### src/rtl/sound_pkg.sv
// sound_pkg: shared constants and helpers for sound_mixer_tapein and tape_slicer.
package sound_pkg;

  // Slicer envelope state after reset: a one-LSB window around mid-scale.
  localparam logic [7:0] LO_INIT  = 8'd127;
  localparam logic [7:0] HI_INIT  = 8'd128;
  localparam logic [7:0] AVG_INIT = 8'd127;
  localparam logic [7:0] MID_INIT = 8'd127;

  // Top byte of a two's-complement sample, re-biased to offset binary.
  function automatic logic [7:0] to_offset_bin(input logic [15:0] s);
    return {~s[15], s[14:8]};
  endfunction

  // Number of set bits in a 16-bit vector (callers zero-extend narrower inputs).
  function automatic logic [4:0] popcount16(input logic [15:0] v);
    logic [4:0] n;
    n = '0;
    for (int i = 0; i < 16; i++) n = n + {4'd0, v[i]};
    return n;
  endfunction

endpackage

### src/rtl/tape_slicer.sv
// tape_slicer: adaptive-threshold 1-bit slicer for ADC tape input.
// Tracks a min/max envelope with slow decay toward a running average, derives the
// midpoint one edge later and compares the sample against it one edge after that.
// Hysteresis around the midpoint is enabled by defining SOUND_TAPEIN_HYST_EN.
module tape_slicer
  import sound_pkg::*;
#(
  parameter int DECAY_DIV = 65536,
  parameter int HYST      = 2
) (
  input  logic        i_clk18,
  input  logic        i_reset,
  input  logic [15:0] i_in_sample,
  input  logic        i_in_valid,
  output logic        o_tapein,
  output logic [7:0]  o_tape_mid
);

`ifdef SOUND_TAPEIN_HYST_EN
  localparam bit HYST_ON = 1'b1;
`else
  localparam bit HYST_ON = 1'b0;
`endif

  localparam int              DC_W    = (DECAY_DIV > 1) ? $clog2(DECAY_DIV) : 1;
  localparam logic [DC_W-1:0] DC_LAST = DC_W'(DECAY_DIV - 1);
  // With hysteresis off the window collapses to zero width.
  localparam logic [9:0]      HYST_V  = 10'(HYST_ON ? HYST : 0);

  logic [7:0]      w_u;
  logic            w_wrap;
  logic [8:0]      w_avg_sum;
  logic [9:0]      w_hi_sum;
  logic [7:0]      w_th_hi;
  logic [7:0]      w_th_lo;
  logic            w_clear;

  logic [7:0]      r_u;
  logic [7:0]      r_u_d;
  logic [7:0]      r_lo;
  logic [7:0]      r_hi;
  logic [7:0]      r_avg;
  logic [7:0]      r_mid;
  logic [DC_W-1:0] r_dcnt;
  logic            r_tapein;

  assign w_u       = to_offset_bin(i_in_sample);
  assign w_wrap    = (r_dcnt == DC_LAST);
  assign w_avg_sum = {1'b0, r_avg} + {1'b0, w_u};

  // Saturated thresholds around the midpoint.
  assign w_hi_sum  = {2'b00, r_mid} + HYST_V;
  assign w_th_hi   = (w_hi_sum > 10'd255) ? 8'hFF : w_hi_sum[7:0];
  assign w_th_lo   = ({2'b00, r_mid} < HYST_V) ? 8'h00 : (r_mid - HYST_V[7:0]);
  // Without hysteresis anything not above the midpoint clears the output.
  assign w_clear   = HYST_ON ? (r_u_d < w_th_lo) : 1'b1;

  // Envelope capture, running average and decay toward the average.
  always_ff @(posedge i_clk18 or posedge i_reset) begin
    if (i_reset) begin
      r_u    <= '0;
      r_lo   <= LO_INIT;
      r_hi   <= HI_INIT;
      r_avg  <= AVG_INIT;
      r_dcnt <= '0;
    end else if (i_in_valid) begin
      r_u    <= w_u;
      r_avg  <= w_avg_sum[8:1];
      r_dcnt <= w_wrap ? '0 : r_dcnt + 1'b1;
      if (w_u < r_lo)                    r_lo <= w_u;
      else if (w_wrap && (r_lo < r_avg)) r_lo <= r_lo + 8'd1;
      if (w_u > r_hi)                    r_hi <= w_u;
      else if (w_wrap && (r_hi > r_avg)) r_hi <= r_hi - 8'd1;
    end
  end

  // Midpoint one edge behind the envelope, decision one edge behind the midpoint;
  // r_u_d keeps the sample aligned with the midpoint it was captured against.
  always_ff @(posedge i_clk18 or posedge i_reset) begin
    if (i_reset) begin
      r_mid    <= MID_INIT;
      r_u_d    <= '0;
      r_tapein <= 1'b0;
    end else begin
      r_mid <= r_lo + ((r_hi - r_lo) >> 1);
      r_u_d <= r_u;
      if (r_u_d > w_th_hi) r_tapein <= 1'b1;
      else if (w_clear)    r_tapein <= 1'b0;
    end
  end

  assign o_tapein   = r_tapein;
  assign o_tape_mid = r_mid;

endmodule

### src/rtl/sound_mixer_tapein.sv
// sound_mixer_tapein: pulse-channel mixer with boxcar decimation to a PCM
// valid/ready stream, plus the tape-in slicer (tape_slicer) on the ADC path.
// Build option: define SOUND_TAPEIN_HYST_EN for slicer hysteresis of HYST LSBs.
module sound_mixer_tapein
  import sound_pkg::*;
#(
  parameter int CHANNELS  = 4,
  parameter int AVG_DEPTH = 4,
  parameter int DECIM     = 512,
  parameter int OUT_W     = 16,
  parameter int DECAY_DIV = 65536,
  parameter int HYST      = 2
) (
  input  logic                i_clk18,
  input  logic                i_reset,
  input  logic [CHANNELS-1:0] i_pulses,
  input  logic [CHANNELS-1:0] i_ch_enable,
  output logic [OUT_W-1:0]    o_out_sample,
  output logic                o_out_valid,
  input  logic                i_out_ready,
  output logic                o_overrun,
  input  logic [15:0]         i_in_sample,
  input  logic                i_in_valid,
  output logic                o_tapein,
  output logic [7:0]          o_tape_mid
);

  localparam int               ACC_W    = $clog2(CHANNELS * AVG_DEPTH + 1);
  localparam int               SH       = OUT_W - 1 - ACC_W;
  localparam int               DEC_W    = (DECIM > 1) ? $clog2(DECIM) : 1;
  localparam logic [DEC_W-1:0] DEC_LAST = DEC_W'(DECIM - 1);

  logic [DEC_W-1:0] r_dec_cnt;
  logic             w_ce;
  logic [15:0]      w_active;
  logic [ACC_W-1:0] w_mix;
  logic [OUT_W-1:0] w_out_val;

  logic [ACC_W-1:0] r_mix;
  logic [ACC_W-1:0] r_acc;
  logic [ACC_W-1:0] r_dly [AVG_DEPTH];
  logic             r_ce_d1;
  logic             r_ce_d2;
  logic [OUT_W-1:0] r_out_sample;
  logic             r_out_valid;
  logic             r_overrun;

  assign w_ce      = (r_dec_cnt == DEC_LAST);
  assign w_active  = 16'(i_pulses & i_ch_enable);
  assign w_mix     = ACC_W'(popcount16(w_active));
  // The sum is always non-negative, so the sign bit of the PCM word stays clear.
  assign w_out_val = OUT_W'(r_acc) << SH;

  // Sample-rate strobe generator.
  always_ff @(posedge i_clk18 or posedge i_reset) begin
    if (i_reset)   r_dec_cnt <= '0;
    else if (w_ce) r_dec_cnt <= '0;
    else           r_dec_cnt <= r_dec_cnt + 1'b1;
  end

  // Mix on the strobe, then slide the boxcar window one edge later.
  always_ff @(posedge i_clk18 or posedge i_reset) begin
    if (i_reset) begin
      r_mix   <= '0;
      r_acc   <= '0;
      r_ce_d1 <= 1'b0;
      r_ce_d2 <= 1'b0;
      for (int i = 0; i < AVG_DEPTH; i++) r_dly[i] <= '0;
    end else begin
      r_ce_d1 <= w_ce;
      r_ce_d2 <= r_ce_d1;
      if (w_ce) r_mix <= w_mix;
      if (r_ce_d1) begin
        r_acc <= r_acc + r_mix - r_dly[AVG_DEPTH-1];
        for (int i = AVG_DEPTH - 1; i > 0; i--) r_dly[i] <= r_dly[i-1];
        r_dly[0] <= r_mix;
      end
    end
  end

  // Output holding register: a new sample always wins over a pending transfer.
  always_ff @(posedge i_clk18 or posedge i_reset) begin
    if (i_reset) begin
      r_out_sample <= '0;
      r_out_valid  <= 1'b0;
      r_overrun    <= 1'b0;
    end else if (r_ce_d2) begin
      r_out_sample <= w_out_val;
      r_out_valid  <= 1'b1;
      if (r_out_valid && !i_out_ready) r_overrun <= 1'b1;
    end else if (r_out_valid && i_out_ready) begin
      r_out_valid <= 1'b0;
    end
  end

  assign o_out_sample = r_out_sample;
  assign o_out_valid  = r_out_valid;
  assign o_overrun    = r_overrun;

  tape_slicer #(
    .DECAY_DIV (DECAY_DIV),
    .HYST      (HYST)
  ) u_tape_slicer (
    .i_clk18     (i_clk18),
    .i_reset     (i_reset),
    .i_in_sample (i_in_sample),
    .i_in_valid  (i_in_valid),
    .o_tapein    (o_tapein),
    .o_tape_mid  (o_tape_mid)
  );

endmodule

### config.mk
export PLATFORM = sky130hd
export DESIGN_NAME = sound_mixer_tapein
export DESIGN_NICKNAME = d
export VERILOG_FILES = /design/src/rtl/sound_pkg.sv /design/src/rtl/tape_slicer.sv /design/src/rtl/sound_mixer_tapein.sv
export SDC_FILE = /design/constraint.sdc
export NUM_CORES = 1
export LEC_CHECK = 0
export ABC_AREA = 0
export CAP_MARGIN = 10
export CORE_MARGIN = 8
export CORE_UTILIZATION = 30
export DETAILED_ROUTE_END_ITERATION = 6
export GPL_TIMING_DRIVEN = 0
export PLACE_DENSITY_LB_ADDON = 0.05
export SETUP_SLACK_MARGIN = 0.05
export SYNTH_ARGS = -nofsm -noshare
export SYNTH_HDL_FRONTEND = slang
export SYNTH_SLANG_ARGS = --single-unit
### constraint.sdc
create_clock -name i_clk18 -period 6.6 [get_ports i_clk18]
set_clock_uncertainty 0.05 [all_clocks]
set_input_delay 0.99 -clock i_clk18 [delete_from_list [all_inputs] [get_ports i_clk18]]
set_output_delay 0.99 -clock i_clk18 [all_outputs]
set_load 0.005 [all_outputs]
==> results of run 1 <==
cell families (layout without fill, tap and decap cells):
| group | after synthesis | after routing | share of synthesized area, % |
|---|---|---|---|
| and+or+nand+nor | 189 | 189 | 14.8 |
| AOI/OAI and AO/OA | 126 | 126 | 13.1 |
| DFF | 103 | 103 | 40.5 |
| buffers and inverters | 94 | 146 | 6.26 |
| adders and majority gates | 77 | 77 | 15.8 |
| xor gates and xnor gates | 37 | 37 | 5.03 |
| muxes | 26 | 26 | 4.47 |
| other | 1 | 12 | 0.0583 |
registers in the layout, summed over array words and instances (netlist names):
name / flops
o_out_sample: 5
u_tape_slicer.r_u: 8
r_mix: 3
u_tape_slicer.o_tapein: 1
u_tape_slicer.o_tape_mid: 8
u_tape_slicer.r_dcnt: 16
r_dec_cnt: 9
u_tape_slicer.r_lo: 8
r_acc: 5
r_dly: 12
u_tape_slicer.r_u_d: 8
u_tape_slicer.r_avg: 8
r_ce_d1: 1
u_tape_slicer.r_hi: 8
o_out_valid: 1
o_overrun: 1
r_ce_d2: 1
power groups by stage:
| stage | clock network [mW] | logic [mW] | registers [mW] |
|---|---|---|---|
| finish | 0.606 | 1.67 | 0.976 |
| CTS | 0.630 | 1.70 | 0.977 |
| global route | 0.650 | 1.93 | 0.998 |
| floorplan | 0 | 1.30 | 0.937 |
| detailed placement | 0 | 1.69 | 0.989 |
| global placement | 0 | 1.67 | 0.987 |
path summary, 6_finish.rpt:
path	slack, ns	startpoint	endpoint
setup / recovery	3.07	i_in_sample[15]	u_tape_slicer.r_hi[5]$_DFFE_PP0P_
hold / removal	0.33	u_tape_slicer.r_u[2]$_DFFE_PP0P_	u_tape_slicer.r_u_d[2]$_DFF_PP0_
setup reg to reg	3.48	u_tape_slicer.r_lo[1]$_DFFE_PP1P_	u_tape_slicer.o_tape_mid[7]$_DFF_PP0_
hold reg to reg	0.33	u_tape_slicer.r_u[2]$_DFFE_PP0P_	u_tape_slicer.r_u_d[2]$_DFF_PP0_
max in group asynchronous	4.74	i_reset	u_tape_slicer.r_lo[4]$_DFFE_PP1P_
min in group asynchronous	1.01	i_reset	o_out_sample[12]$_DFFE_PP0P_
final cells by class:
type,count,area (µm²),area share (%)
multi-input combinational,466,3470,46.0
timing repair buffer,36,378,5.02
clock buffer,10,229,3.04
clock inverter,6,100,1.33
buffer,25,144,1.91
tap,275,344,4.57
antenna,1,2.50,0.0332
inverter,69,262,3.47
sequential,103,2610,34.6
cell usage in the layout, fill, tap and decap left out, types with 4 or more instances in the layout:
cell,synthesis,routed
sky130_fd_sc_hd__clkbuf_16,0,9
sky130_fd_sc_hd__a31oi_1,4,4
sky130_fd_sc_hd__clkbuf_1,9,10
sky130_fd_sc_hd__a211oi_1,5,5
sky130_fd_sc_hd__o21a_1,6,6
sky130_fd_sc_hd__buf_4,11,11
sky130_fd_sc_hd__a21oi_1,22,22
sky130_fd_sc_hd__fa_1,7,7
sky130_fd_sc_hd__or3_1,9,9
sky130_fd_sc_hd__xor2_1,16,16
sky130_fd_sc_hd__nor3_1,10,10
sky130_fd_sc_hd__conb_1,1,11
sky130_fd_sc_hd__dfrtp_1,81,81
sky130_fd_sc_hd__mux2i_1,4,4
sky130_fd_sc_hd__nor2b_1,6,6
sky130_fd_sc_hd__nand3_1,31,31
sky130_fd_sc_hd__nor2_1,39,39
sky130_fd_sc_hd__xnor2_1,21,21
sky130_fd_sc_hd__nand4_1,15,15
sky130_fd_sc_hd__nand2b_1,6,6
sky130_fd_sc_hd__nand2_1,50,50
sky130_fd_sc_hd__inv_1,69,68
sky130_fd_sc_hd__o21ai_0,39,39
sky130_fd_sc_hd__a21o_1,13,13
sky130_fd_sc_hd__nor4_1,5,5
sky130_fd_sc_hd__ha_1,70,70
sky130_fd_sc_hd__dfstp_2,22,22
sky130_fd_sc_hd__mux2_2,22,22
sky130_fd_sc_hd__clkdlybuf4s50_1,0,35
layer usage:
layer | GRT usage (%) | vias up | part of all wire (%)
li1 | - | 2401 | -
met1 | 16.9 | 2334 | 49
met2 | 19.9 | 85 | 46
met3 | 1.72 | 12 | 3.4
met4 | 4.25 | 0 | 1.3
met5 | 0 | - | 0
critical path: cells and delay by family:
family                     cells  cell delay [ns]
buffers and inverters          3             1.15
and+or+nand+nor                1             0.08
AOI/OAI and AO/OA              4             1.12
adders and majority gates      1             0.36
stage by stage:
| step | hold WS, ns | cell area, µm² |
|---|---|---|
| 3_3_place_gp | 0.313 | 7170 |
| 5_1_grt | 0.344 | 7530 |
| 6_report | 0.329 | 7530 |
| 4_1_cts | 0.334 | 7530 |
| 2_1_floorplan | 0.299 | 6470 |
| 3_5_place_dp | 0.315 | 7200 |
==> results.md, run 1 <==
- Outcome: completed
- Yosys top cell area share: 31.5%
- Post-synthesis register bit count: 103
- Sum of routed wire length over all layers: 15800 µm
- Crit path launch type: input pin
- Post-synth EDFFs: 0
- Depth of the worst hold-timing path: 0
- Filler cells: 2114
- Sequential element share of the synthesized area: 40.5%
- Final net count: 815
- Detailed-routing iteration count for the pre-antenna-repair pass: 4
- Slew at the pin with the worst max-slew slack: 0.969 ns
- Die X-Extent: 162 µm
- Total core area: 21000 µm²
- Share of post-route cells with drive strength above 1: 11.5%
- Routed length per instance: 15.9 µm
- Port bufs: 35
- H-tree levels: 3
- Syn Std Cell Area: 6440 µm²
- Height of the chip: 162 µm
- Clk sink count: 103
- Pre-CTS worst setup slack: 2.68 ns
- Number of global-route vias before repair: 4812
- Cell-internal power: 1.94 mW
- Grt total ovfl: 0
- Max Root-Sink Buffers: 2
- Root buffer cell: sky130_fd_sc_hd__clkbuf_16
- Data required time of the critical path: 6.78 ns
- Most used flip-flop cell after synthesis: sky130_fd_sc_hd__dfrtp_1
- Fraction of synthesis flops using an asynchronous set or reset pin: 100%
- Number of nets with antenna violations after routing: 0
- Pins over their slew limit: 0
- Cell with the most instances after synthesis: sky130_fd_sc_hd__dfrtp_1
- Number of placement rows: 53
- Post-detail-place hpwl: 12300 µm
- Number of library cell types mapped by synthesis: 65
- Dpl cells: 974
- Sort of element at the end of the critical path: flip-flop
- Slowest stage delay, CP: 0.66 ns
- Setup tns final: 0 ns
- Post-route clock period utilization: 53.5%
- Part of the power in combinational logic: 51.3%
- Post-DR vias/cell: 4.88
- Synthesis-to-finish area growth: 17.0%
- Final setup fails: 0
- Setup fix buffers added after clock tree synthesis: 0
- Synthesized instance count: 653
- CTS tree: built
- VDD IR-drop max: 0.162 mV
- Time the final worst path needs with I/O delays and setup: 3.53 ns
- Final worst slack: 3.07 ns
- Initial Utilization: 30.6%
- Iteration-0 DRC count of the detailed router: 232
- Drt drc: 0
- Largest area contributor in the synthesized netlist: sky130_fd_sc_hd__dfrtp_1
- Clock share of power: 18.6%
- Number of antenna violations at the first check in global routing: 0
- Full die area: 26400 µm²
- Critical path type: in2reg
- Number of clock buffers inserted by TritonCTS: 9
- Critical Path AT: 3.71 ns
- GRT Resource Usage Total: 12.4%
- Global placement routability congestion: 0.795
- Average footprint of a synthesized cell: 9.86 µm²
- Top cells by instance count after synthesis: sky130_fd_sc_hd__dfrtp_1 (81), sky130_fd_sc_hd__ha_1 (70), sky130_fd_sc_hd__inv_1 (69)
- Worst hold path type: reg2reg
- Relative slew slack: 34.8%
- Part of the total power dissipated in sequential elements: 30.0%
- Max-cap check violation count: 0
- Cell area power density: 432 nW/µm²
- Proportion of total power due to net switching: 40.2%
- Hold buffer count at CTS: 0
- Non-filler cells, final: 991
- CP max-delay cell: sky130_fd_sc_hd__o21ai_1
- Final cell utilization of the core: 35.8%
- Overall via count from detail_route: 4832
- Setup repair after global routing missed its margin: no
- PnR Total Power: 3.25 mW
- Maximum number of pins on one net before global-route repair: 57
- Crit path cell chain: clkdlybuf4s50_1, inv_1, ha_1, a21oi_1, o21ai_0, o21ai_1, clkbuf_1, a2bb2oi_1, nand3_1
- Clock transition at path regs: 0.07 ns
- Highest Clock Rate: 283 MHz
- Post-cts sizing count: 0
- Total leakage power: 3.51 nW
- Clock latency at the later pin of the worst-skew pair: 0.35 ns
- Top-Level Pins: 55
- Highest net fanout along the worst path: 10
- Yosys synthesis warning count: 0
- Sw Pwr: 1.31 mW
- Wire length of the first global-routing pass: 25800 µm
- R2R cell count: 12
- Final count of hold timing violations: 0
- Cell types occupying the most area after synthesis: sky130_fd_sc_hd__dfrtp_1 (31%), sky130_fd_sc_hd__ha_1 (14%), sky130_fd_sc_hd__dfstp_2 (9.0%), sky130_fd_sc_hd__inv_1 (4.0%), sky130_fd_sc_hd__mux2_2 (3.8%)
No activity file was read; power rests on OpenSTA's default activity.
==> inputs of run 2 (changes only) <==
clock period = 3.5 ns   (was 6.6 ns; I/O delays follow)
==> results of run 2 <==
Same layout as run 1 (identical final DEF). Status: completed.
Main changes from that run: setup slack after placement 2.68 ns -> 0.0490 ns; clock-pin slew on the worst setup and hold paths 0.07 ns -> 0.08 ns; setup slack after layout 3.07 ns -> 0.376 ns; start point of the critical path i_in_sample[15] -> u_tape_slicer.r_lo[1]$_DFFE_PP1P_; end point of the critical path u_tape_slicer.r_hi[5]$_DFFE_PP0P_ -> u_tape_slicer.o_tape_mid[7]$_DFF_PP0_; register-to-register setup slack 3.48 ns -> 0.38 ns; total power 3.25 mW -> 6.13 mW; worst IR drop on VDD 0.162 mV -> 0.306 mV
==> inputs of run 3 (changes only) <==
CTS_CLUSTER_DIAMETER = 40   (was not set)
==> results of run 3 <==
Same layout as run 1 (identical final DEF). Status: completed.
Main changes from that run: setup slack after placement 2.68 ns -> 0.0490 ns; clock-pin slew on the worst setup and hold paths 0.07 ns -> 0.08 ns; setup slack after layout 3.07 ns -> 0.376 ns; start point of the critical path i_in_sample[15] -> u_tape_slicer.r_lo[1]$_DFFE_PP1P_; end point of the critical path u_tape_slicer.r_hi[5]$_DFFE_PP0P_ -> u_tape_slicer.o_tape_mid[7]$_DFF_PP0_; register-to-register setup slack 3.48 ns -> 0.38 ns; total power 3.25 mW -> 6.13 mW; worst IR drop on VDD 0.162 mV -> 0.306 mV
